<file path="src/rtl/ahb_burst_sequencer.sv">
// AHB-Lite burst master sequencer: one command in, pipelined address/data phases out.
// Define WRAP_BURST_EN to generate wrapping addresses for WRAP4/8/16; otherwise they run as INCR.
//
// state   | meaning
// S_IDLE  | waiting for a command, cmd_ready high
// S_ADDR  | a beat is in address phase (previous beat possibly in data phase)
// S_DRAIN | all addresses issued, last data phase outstanding
// S_ERR   | first ERROR cycle seen, waiting for second (hready high) cycle
module ahb_burst_sequencer #(
    parameter int DW    = 8,
    parameter int AW    = 11,
    parameter int LEN_W = 4
) (
    input  logic             hclk,
    input  logic             resetn,
    input  logic             cmd_valid,
    output logic             cmd_ready,
    input  logic [AW-1:0]    cmd_addr,
    input  logic [2:0]       cmd_burst,
    input  logic [LEN_W-1:0] cmd_len,
    input  logic             cmd_write,
    input  logic [DW-1:0]    cmd_wdata,
    output logic [AW-1:0]    haddr,
    output logic [1:0]       htrans,
    output logic             hwrite,
    output logic [2:0]       hburst,
    output logic [2:0]       hsize,
    output logic [DW-1:0]    hwdata,
    input  logic [DW-1:0]    hrdata,
    input  logic             hready,
    input  logic             hresp,
    output logic [DW-1:0]    rd_data,
    output logic             rd_valid,
    output logic             done,
    output logic             err
);

    localparam int BYTES = DW / 8;
    localparam int SZ    = (DW == 32) ? 2 : (DW == 16) ? 1 : 0;
    localparam int CW    = ((LEN_W > 4) ? LEN_W : 4) + 1;

`ifdef WRAP_BURST_EN
    localparam bit WRAP_EN = 1'b1;
`else
    localparam bit WRAP_EN = 1'b0;
`endif

    localparam logic [1:0] TR_IDLE   = 2'd0;
    localparam logic [1:0] TR_NONSEQ = 2'd2;
    localparam logic [1:0] TR_SEQ    = 2'd3;

    typedef enum logic [1:0] {S_IDLE, S_ADDR, S_DRAIN, S_ERR} state_t;

    state_t          state;
    logic [CW-1:0]   beat_idx;
    logic [CW-1:0]   beat_last;
    logic [AW-1:0]   start_addr;
    logic [AW-1:0]   wrap_mask;
    logic            wrap_mode;
    logic [DW-1:0]   seed;
    logic            dp_valid;
    logic            dp_write;

    logic [CW-1:0]   nxt_idx;
    logic [AW-1:0]   nxt_incr;
    logic [AW-1:0]   nxt_addr;
    logic [1:0]      nxt_trans;
    logic [AW-1:0]   cmd_start;

    function automatic logic [CW-1:0] beats_minus1(input logic [2:0] b,
                                                   input logic [LEN_W-1:0] len);
        logic [CW-1:0] r;
        case (b)
            3'd0:       r = '0;
            3'd1:       r = CW'(len);
            3'd2, 3'd3: r = CW'(3);
            3'd4, 3'd5: r = CW'(7);
            default:    r = CW'(15);
        endcase
        return r;
    endfunction

    function automatic logic [AW-1:0] wrap_mask_of(input logic [2:0] b);
        logic [AW-1:0] m;
        case (b)
            3'd2:    m = AW'(4 * BYTES - 1);
            3'd4:    m = AW'(8 * BYTES - 1);
            3'd6:    m = AW'(16 * BYTES - 1);
            default: m = '0;
        endcase
        return m;
    endfunction

    assign hsize     = 3'(SZ);
    assign cmd_start = cmd_addr & ~AW'(BYTES - 1);

    // Wrapping bursts stay inside one aligned block, so only linear bursts
    // can hit a 1KB boundary and need a fresh NONSEQ there.
    always_comb begin
        nxt_idx   = beat_idx + 1'b1;
        nxt_incr  = start_addr + (AW'(nxt_idx) << SZ);
        nxt_addr  = nxt_incr;
        nxt_trans = TR_SEQ;
        if (wrap_mode)
            nxt_addr = (start_addr & ~wrap_mask) | (nxt_incr & wrap_mask);
        if (!wrap_mode && nxt_addr[9:0] == 10'd0)
            nxt_trans = TR_NONSEQ;
    end

    always_ff @(posedge hclk or negedge resetn) begin
        if (!resetn) begin
            state      <= S_IDLE;
            haddr      <= '0;
            htrans     <= TR_IDLE;
            hwrite     <= 1'b0;
            hburst     <= 3'd0;
            hwdata     <= '0;
            cmd_ready  <= 1'b1;
            rd_data    <= '0;
            rd_valid   <= 1'b0;
            done       <= 1'b0;
            err        <= 1'b0;
            beat_idx   <= '0;
            beat_last  <= '0;
            start_addr <= '0;
            wrap_mask  <= '0;
            wrap_mode  <= 1'b0;
            seed       <= '0;
            dp_valid   <= 1'b0;
            dp_write   <= 1'b0;
        end else begin
            rd_valid <= 1'b0;
            done     <= 1'b0;
            err      <= 1'b0;
            case (state)
                S_IDLE: begin
                    if (cmd_valid) begin
                        haddr      <= cmd_start;
                        htrans     <= TR_NONSEQ;
                        hwrite     <= cmd_write;
                        hburst     <= cmd_burst;
                        start_addr <= cmd_start;
                        seed       <= cmd_wdata;
                        beat_idx   <= '0;
                        beat_last  <= beats_minus1(cmd_burst, cmd_len);
                        wrap_mode  <= WRAP_EN && (cmd_burst inside {3'd2, 3'd4, 3'd6});
                        wrap_mask  <= wrap_mask_of(cmd_burst);
                        dp_valid   <= 1'b0;
                        cmd_ready  <= 1'b0;
                        state      <= S_ADDR;
                    end
                end
                S_ADDR: begin
                    if (dp_valid && hresp) begin
                        htrans   <= TR_IDLE;
                        dp_valid <= 1'b0;
                        if (hready) begin
                            done      <= 1'b1;
                            err       <= 1'b1;
                            cmd_ready <= 1'b1;
                            state     <= S_IDLE;
                        end else begin
                            state <= S_ERR;
                        end
                    end else if (hready) begin
                        if (dp_valid && !dp_write) begin
                            rd_data  <= hrdata;
                            rd_valid <= 1'b1;
                        end
                        dp_valid <= 1'b1;
                        dp_write <= hwrite;
                        if (hwrite)
                            hwdata <= seed + DW'(beat_idx);
                        if (beat_idx == beat_last) begin
                            htrans <= TR_IDLE;
                            state  <= S_DRAIN;
                        end else begin
                            beat_idx <= nxt_idx;
                            haddr    <= nxt_addr;
                            htrans   <= nxt_trans;
                        end
                    end
                end
                S_DRAIN: begin
                    if (hresp) begin
                        dp_valid <= 1'b0;
                        if (hready) begin
                            done      <= 1'b1;
                            err       <= 1'b1;
                            cmd_ready <= 1'b1;
                            state     <= S_IDLE;
                        end else begin
                            state <= S_ERR;
                        end
                    end else if (hready) begin
                        if (!dp_write) begin
                            rd_data  <= hrdata;
                            rd_valid <= 1'b1;
                        end
                        dp_valid  <= 1'b0;
                        done      <= 1'b1;
                        cmd_ready <= 1'b1;
                        state     <= S_IDLE;
                    end
                end
                S_ERR: begin
                    if (hready) begin
                        done      <= 1'b1;
                        err       <= 1'b1;
                        cmd_ready <= 1'b1;
                        state     <= S_IDLE;
                    end
                end
                default: state <= S_IDLE;
            endcase
        end
    end

endmodule

</file>
<file path="config.mk">
export PLATFORM = sky130hd
export DESIGN_NAME = ahb_burst_sequencer
export DESIGN_NICKNAME = d
export VERILOG_FILES = /design/src/rtl/ahb_burst_sequencer.sv
export SDC_FILE = /design/constraint.sdc
export NUM_CORES = 1
export LEC_CHECK = 0
export CORE_MARGIN = 10
export CORE_UTILIZATION = 60
export CTS_CLUSTER_DIAMETER = 100
export DETAILED_ROUTE_END_ITERATION = 8
export DONT_BUFFER_PORTS = 1
export GPL_TIMING_DRIVEN = 0
export HOLD_SLACK_MARGIN = 0.06
export PLACE_DENSITY = 0.79
export SYNTH_ARGS = -nofsm -noshare
export SYNTH_HDL_FRONTEND = slang
export SYNTH_SLANG_ARGS = --single-unit
</file>
<file path="constraint.sdc">
create_clock -name hclk -period 3.13 [get_ports hclk]
set_input_delay 0.626 -clock hclk [delete_from_list [all_inputs] [get_ports hclk]]
set_output_delay 0.626 -clock hclk [all_outputs]
set_load 0.05 [all_outputs]
</file>
Word-level counts from Yosys, hierarchy flattened
Cells that the tools add are included.
{"block": "classes", "n_mul": 0, "n_mux": 53, "n_reduce_logical": 21, "add_sub_neg": 3, "div": 0, "shift": 0, "eq_ne": 21, "n_lt_le_gt_ge": 0, "bitwise": 1}
{"cell": "2-to-1 mux 8 bit", "count": 6}
{"cell": "2-to-1 mux 11 bit", "count": 4}
{"cell": "2-to-1 mux 2 bit", "count": 11}
{"cell": "case mux 11 bit (2 select lines)", "count": 1}
{"cell": "2-to-1 mux 5 bit", "count": 4}
{"cell": "inequality test 2 bit (second input constant)", "count": 9}
{"cell": "2-to-1 mux 1 bit", "count": 17}
{"cell": "case mux 4 bit (4 select lines)", "count": 1}
{"cell": "case mux 8 bit (2 select lines)", "count": 1}
{"cell": "adder 11 x 5 -> 11 bit", "count": 1}
{"cell": "zero test 10 bit", "count": 1}
{"cell": "case mux 5 bit (2 select lines)", "count": 1}
{"cell": "inequality test 3 bit (second input constant)", "count": 3}
{"cell": "case mux 1 bit (3 select lines)", "count": 3}
{"cell": "AND reduction 3 bit", "count": 3}
{"cell": "adder 8 x 5 -> 8 bit", "count": 1}
{"cell": "case mux 2 bit (4 select lines)", "count": 1}
{"cell": "AND reduction 4 bit", "count": 2}
{"cell": "AND reduction 7 bit", "count": 1}
{"cell": "equality test 3 x 2 -> 1 bit (second input constant)", "count": 2}
{"cell": "equality test 3 bit (second input constant)", "count": 2}
{"cell": "OR reduction 2 bit", "count": 3}
{"cell": "adder 5 x 1 -> 5 bit (second input constant)", "count": 1}
{"cell": "equality test 5 bit", "count": 1}
{"cell": "other kinds (14)", "count": 19}
{"block": "word_totals", "mem_count": 0, "regBits": 70, "mem_bits_ro": 0, "mem_bits_rw": 0, "inputBits": 40, "latch_bits": 0}

Longest topological paths before layout
Gate-level depths: netlist of the first run.
{"block": "logic_depth", "word_depth": 8, "depth_mapped": 10}

Least setup slack after synthesis of the first run
Ideal clock, no wire load.
{"block": "synth_path", "path_type": "register to register", "from": "register beat_idx[0]", "to": "register htrans[0]", "path_stages_with_launch": 10, "setup_ps": 126, "setup_slack_ps": 807, "period_less_slack_ps": 2323, "required_ps": 3004, "arrival_time_ps": 2197, "cell_sequence": "dfrtp_1 > ha_1 > xor2_1 > ha_1 > a21oi_1 > a21oi_1 > nor2_1 > mux2i_1 > a311oi_1 > a221o_1"}
{"block": "synth_via", "elab_chain_len": 8, "word_cells_on_any_way": 9, "classes_between": "add/sub (2); eq/ne (1); mux (5); reduce/logical (1)"}
{"item": "start, declared", "line": "55", "text": "logic [CW-1:0] beat_idx;"}
{"item": "start signal, assigned", "line": "178", "text": "beat_idx <= nxt_idx;"}
{"item": "adder 5 x 1 -> 5 bit", "line": "100", "text": "nxt_idx = beat_idx + 1'b1;"}
{"item": "adder 11 x 5 -> 11 bit", "line": "101", "text": "nxt_incr = start_addr + (AW'(nxt_idx) << SZ);"}
{"item": "zero test 10 bit", "line": "106", "text": "if (!wrap_mode && nxt_addr[9:0] == 10'd0)"}
{"item": "2-to-1 mux 1 bit", "line": "106"}
{"item": "2-to-1 mux 2 bit *", "line": "174", "text": "if (beat_idx == beat_last) begin"}
{"item": "2-to-1 mux 2 bit *", "line": "165", "text": "end else if (hready) begin"}
{"item": "2-to-1 mux 2 bit *", "line": "154", "text": "if (dp_valid && hresp) begin"}
{"item": "case mux 2 bit (2 select lines) *", "line": "135", "text": "case (state)"}
{"item": "end signal, assigned", "line": "180", "text": "htrans <= nxt_trans;"}
{"item": "end, declared", "line": "24", "text": "output logic [1:0] htrans,"}
Mark *: on every way between the ends. The rest lies on a longest branch, timed or not. The select of a mux whose other input is x is not followed.
A chain may end at the register's enable or synchronous reset.

Worst setup path after layout of the first run
Ends and elaborated chain as after synthesis.

==> impl_metrics.ini, run 1 <==
[detailed_routing]
ant_nets = 0
via_count = 2552
remaining_drc_errors = 0
routed_via_density = 5.83
initialDrtViolationCount = 75
routedWlPerCell_microns = 18.7
drt_wl_total_microns = 8190
drt_pre_antenna_iters = 4

[logic_synthesis]
synth_area_sq_mm = 0.00370
ys_seq_area_share_pct = 46.7
synth_area_per_cell_sq_um = 10.8
synth_ff_type = dfrtp_1
synth_edf_count = 0
synthArstFlopShare_pct = 100
ys_ff_latch = 69
syn_inst = 344
yosysWarnings = 0
synth_cell_types = 53

[finish]
final_util_pct = 68.1
final_common_cell = dfrtp_1
final_cell_mix = 68 x dfrtp_1, 46 x nand2_1, 30 x mux2_2
nNetsFinal = 420
layout-drive-gt1-share_pct = 16.8
finalInstanceArea_sq_mm = 0.00406
finalNonFillerCells = 438
diodes = 0
area_growth_pct = 9.56

[die]
die_w_microns = 98.6
fp.dieH_microns = 98.6
start_util_pct = 62.2
row_count = 28
die_area_sq_mm = 0.00971
pin_count = 80
core_sq_mm = 0.00596

[pwr]
swShare_pct = 48.0
power_frac_comb_pct = 35.8
power_mw = 5.06
irDropWorstVdd_uv = 770
power.switching_mw = 2.43
p_int_mw = 2.63
pwr-share-clk_pct = 16.5
leakage_nw = 1.89
powerDensity_mw_per_mm2 = 1250
seq_power_share_pct = 47.7

[global_routing]
antenna_found_initial = 0
grt_overflow = 0
use_met3_pct = 5.59
grt_use_met2_pct = 29.8
grt_busiest_layer = met2
use_met1_pct = 18.4
grt_pass1_wl_microns = 13500
grt_use_total_pct = 17.1
grt_pass1_vias = 2718
grt_max_degree = 69

[placed_design]
portBuffers = 0
place_hpwl_microns = 5870
dpl-instance-area_sq_mm = 0.00380
place_congestion = 0.855
place_inst = 421
dpl_worst_slack_ns = 0.468

[worst_setup_path]
critical_path_class = reg2reg
cpLargestDelayFamily = compound AO/OA/AOI/OAI gates
cpMaxStageDelayCell = dfrtp_1
setup.worst_path.start_class = register
required_ns = 3.37
slowest_delay_ns = 0.48
critPathBufInv = 0
cp-end-kind = register
path_cells = ha_1 > xor2_1 > ha_1 > a21oi_1 > a21oi_1 > nor2_1 > mux2i_1 > a311oi_1 > a221o_1
arrival_ns = 2.94
critPathMaxFanout = 7

[timing]
min_period_ns = 2.70
clock.fmax_ghz = 0.370
hold_viol_final = 0
slew_viol_final = 0
fin_skew_ns = 0.00563
slew-limit-headroom_pct = 52.6
finalCritPeriodShare_pct = 86.2
finalSetupViolCount = 0
setup_ws_ns = 0.431
rsz0062_at_grt = no
hold-worst-slack_ns = 0.104
tightest_slew_ns = 0.711
setup_tns_ns = 0

[clock_network]
clock-root-buffer = clkbuf_8
clockBufferDepth = 2
post_cts_resized = 0
numClockSinks = 69
cts_buffers = 9
clk_latency_ns = 0.36
cts_tree = yes
clk_pin_slew_ns = 0.07
htreeDepth = 3

[job]
max-cap-violations = 0

[outcome]
outcome = finished, final reports clean

[min_path]
hold_class = in2async
## worst register-to-register path: cells and delay by family, from the launching register on
| kind | cells | cell delay [ns] |
|---|---|---|
| simple gates | 1 | 0.29 |
| xor+xnor | 1 | 0.23 |
| mux | 1 | 0.24 |
| flops | 1 | 0.48 |
| fa+ha+maj | 2 | 0.58 |
| compound gates | 4 | 0.76 |
## synth_stat cells, types with 5 or more instances
library cell	number	area (sq um)
mux2_2	30	338
xor2_1	9	78.8
ha_1	20	250
inv_1	14	52.6
nor2_1	10	37.5
nand2_1	46	173
dfrtp_1	68	1700
mux2i_1	13	130
xnor2_1	11	96.3
o21ai_1	5	25.0
o21ai_0	26	130
nor3_1	7	35.0
a21oi_1	13	65.1
clkbuf_1	6	22.5
## timing repair
item / 4_1_cts / 5_1_grt
endpoints found under the hold margin: 68 / 0
hold buffers: 1 / 0
setup buffers: 0 / 0
## path summary, 6_finish.rpt
kind,slack (ns),endpoint,depth (start not counted),from
setup / recovery,0.43,htrans[0],9,beat_idx[0]
hold / removal,0.10,cmd_ready,0,resetn
setup reg to reg,0.43,htrans[0],9,beat_idx[0]
hold reg to reg,0.49,dp_write,2,dp_write
max in group asynchronous,2.72,start_addr[3],1,resetn
min in group hclk,0.41,start_addr[9],1,cmd_addr[9]
## power groups by stage
stage	Clock (mW)	Sequential, mW	Combinational (mW)
floorplan	0	2.32	1.44
global placement	0	2.43	1.69
detailed placement	0	2.45	1.74
CTS	0.841	2.43	1.82
global route	0.870	2.48	2.05
finish	0.833	2.42	1.81
## cell type report
type,count,area (sq um)
fill,451,1900
clock inverter,4,70.1
sequential,69,1730
inverter,14,52.6
buffer,14,88.8
clock buffer,12,155
tap,75,93.8
timing repair buffer,1,27.5
multi-input combinational,249,1840
## sequential cells by signal, summed over array words and instances (netlist names)
register and count:
seed 8, cmd_ready 1, start_addr 11, done 1, haddr 11, rd_valid 1
beat_idx 5, hwrite 1, state 2, beat_last 4, err 1, rd_data 8
hwdata 8, dp_write 1, htrans 2, dp_valid 1, hburst 3
## routing by layer
metal | part of all wire (%) | up-vias
met3 | 7.6 | 18
met2 | 51 | 74
met4 | 1.7 | 0
met5 | 0 | -
met1 | 40 | 1238
li1 | - | 1222
## cell families (layout without fill, tap and decap cells)
kind of cell | Yosys count | in the layout | synth area share (%)
AND/OR/NAND/NOR | 86 | 86 | 10.7
multiplexers | 43 | 43 | 12.6
other | 1 | 3 | 0.101
XOR/XNOR | 21 | 21 | 5.17
buffers and inverters | 28 | 45 | 3.82
AO/OA/AOI/OAI | 74 | 74 | 13.0
adder cells (fa/ha/maj) | 22 | 22 | 7.84
flip-flops | 69 | 69 | 46.7
Power figures use the tool's default switching activity.
==> run 2: changes to the inputs <==
Settings changed: CTS_CLUSTER_DIAMETER 100 to 150.
==> results of run 2 <==
The final DEF is identical to that of run 1; final timing and power are the same.
==> run 3: changes to the inputs <==
Settings changed: CORE_UTILIZATION 60 to 30, PLACE_DENSITY 0.79 to 0.47.
==> impl_metrics.ini, run 3 (synthesized netlist as in run 1, its figures left out) <==
[die]
die_area_sq_mm = 0.0172
fp.dieH_microns = 131
start_util_pct = 30.7
row_count = 40
core_sq_mm = 0.0121
pin_count = 80
die_w_microns = 131

[finish]
area_growth_pct = 14.7
diodes = 0
final_util_pct = 35.2
regArea_sq_mm = 0.00173
n_fill_cell = 1234
layout-drive-gt1-share_pct = 17.1
final_cell_mix = 68 x dfrtp_1, 46 x nand2_1, 30 x mux2_2
nNetsFinal = 420
multiInputGateArea_sq_mm = 0.00184
top_regs = haddr (11), start_addr (11)
final_common_cell = dfrtp_1

[worst_setup_path]
crit_path_frequent_cell = ha_1
reg2reg_setup_slack_ns = 0.45
critical_path_class = reg2reg
required_ns = 3.35
critPathMaxFanout = 7
cpLargestDelayFamily = compound AO/OA/AOI/OAI gates
cp-end-kind = register
cpMaxStageDelayCell = dfrtp_1
setup.worst_path.start_class = register
reg2reg_depth = 9
r2r-start = beat_idx[0]
arrival_ns = 2.90
critPathBufInv = 0
rr_endpoint = htrans[0]
slowest_delay_ns = 0.48
path_cells = ha_1 > nand3_1 > xnor2_1 > ha_1 > a21o_1 > nor2_1 > mux2i_1 > a311oi_1 > a221o_1

[detailed_routing]
drt_pre_antenna_iters = 4
ant_nets = 0
via_count = 2534
routed_via_density = 4.77
initialDrtViolationCount = 115
remaining_drc_errors = 0
drt_wl_total_microns = 8920
routedWlPerCell_microns = 16.8

[pwr]
p_int_mw = 2.76
seq_power_share_pct = 46.1
swShare_pct = 47.3
pwr-share-clk_pct = 19.5
power_frac_comb_pct = 34.5
powerDensity_mw_per_mm2 = 1230
irDropWorstVdd_uv = 389
power.switching_mw = 2.48
leakage_nw = 1.92

[timing]
finalSetupViolCount = 0
rsz0062_at_grt = no
hold_viol_final = 0
min_period_ns = 2.68
slew-limit-headroom_pct = 47.6
tightest_slew_ns = 0.786
setup_tns_ns = 0
finalCritPeriodShare_pct = 85.6
clock.fmax_ghz = 0.373
fin_skew_ns = 0.00870
slew_viol_final = 0

[global_routing]
grt_overflow = 0
antenna_found_initial = 0
grt_max_degree = 69
grt_pass1_vias = 2578
grt_use_total_pct = 10.9
grt_pass1_wl_microns = 14100

[outcome]
outcome = finished, final reports clean

[placed_design]
place_congestion = 0.798
place_hpwl_microns = 6690
portBuffers = 0

[min_path]
hold_class = in2async

[clock_network]
post_cts_resized = 0
cts_buffers = 9
clk_pin_slew_ns = 0.06
postCtsSetupBuffers = 0
clock-root-buffer = clkbuf_16
clockBufferDepth = 2
cts_tree = yes
numClockSinks = 69
htreeDepth = 3
clk_latency_ns = 0.34

[job]
max-cap-violations = 0
## run 3: cell types whose count changed in the layout (fill, tap and decap cells not counted), sizes merged
| cell | previous run | this run |
|---|---|---|
| bufinv | 2 | 1 |
| clkbuf | 18 | 15 |
| clkinvlp | 0 | 2 |
| inv | 14 | 16 |
## run 3: through the flow
step | std cells | hold slack [ns] | power (mW) | setup WS, ns | area [sq um]
finish | 531 | 0.136 | 5.23 | 0.452 | 4250
global route | 531 | 0.116 | 5.63 | 0.315 | 4250
CTS | 531 | 0.121 | 5.32 | 0.446 | 4250
detailed placement | 514 | 0.336 | 4.24 | 0.460 | 3920
global placement | 514 | 0.335 | 4.21 | 0.501 | 3920
floorplan | 346 | 0.330 | 3.76 | 0.807 | 3710
## run 3: layout make-up
class	count	area share (%)
Clock buffer	9	5.31
Timing Repair Buffer	1	0.648
Tap cell	168	4.95
Clock inverter	7	1.71
Inverter	14	1.24
Buffer	14	2.09
Multi-Input combinational cell	249	43.4
Sequential cell	69	40.7
## run 3: power by group through the flow
stage          sequential [mW]  combinational (mW)  clock, mW
6_report                  2.41                1.80       1.02
5_1_grt                   2.48                2.05       1.10
4_1_cts                   2.43                1.83       1.05
3_5_place_dp              2.45                1.80          0
3_3_place_gp              2.44                1.77          0
2_1_floorplan             2.32                1.44          0
## run 3: layer usage
layer  share of wire [%]  vias to the layer above  GRT usage (%)  routed length (microns)
li1                    -                     1231              -                        -
met1                  44                     1218           13.0                     3920
met2                  46                       72           17.2                     4100
met3                 8.3                       13           4.02                      740
met4                 1.8                        0           4.91                      163
met5                   0                        -              0                        0
## run 3: how the worst max path moves through the flow
stage	startpoint	endpoint	slack, ns	depth (start not counted)
2_1_floorplan	beat_idx[0]	htrans[0]	0.81	9
3_3_place_gp	beat_idx[0]	htrans[0]	0.50	9
3_5_place_dp	beat_idx[0]	htrans[0]	0.46	9
4_1_cts	beat_idx[0]	htrans[0]	0.45	9
5_1_grt	beat_idx[0]	htrans[0]	0.31	9
6_report	beat_idx[0]	htrans[0]	0.45	9
## run 3: timing repair
action	CTS	global route
endpoints found under the hold margin	68	0
hold buffers	1	0
endpoints found under the setup margin	0	0
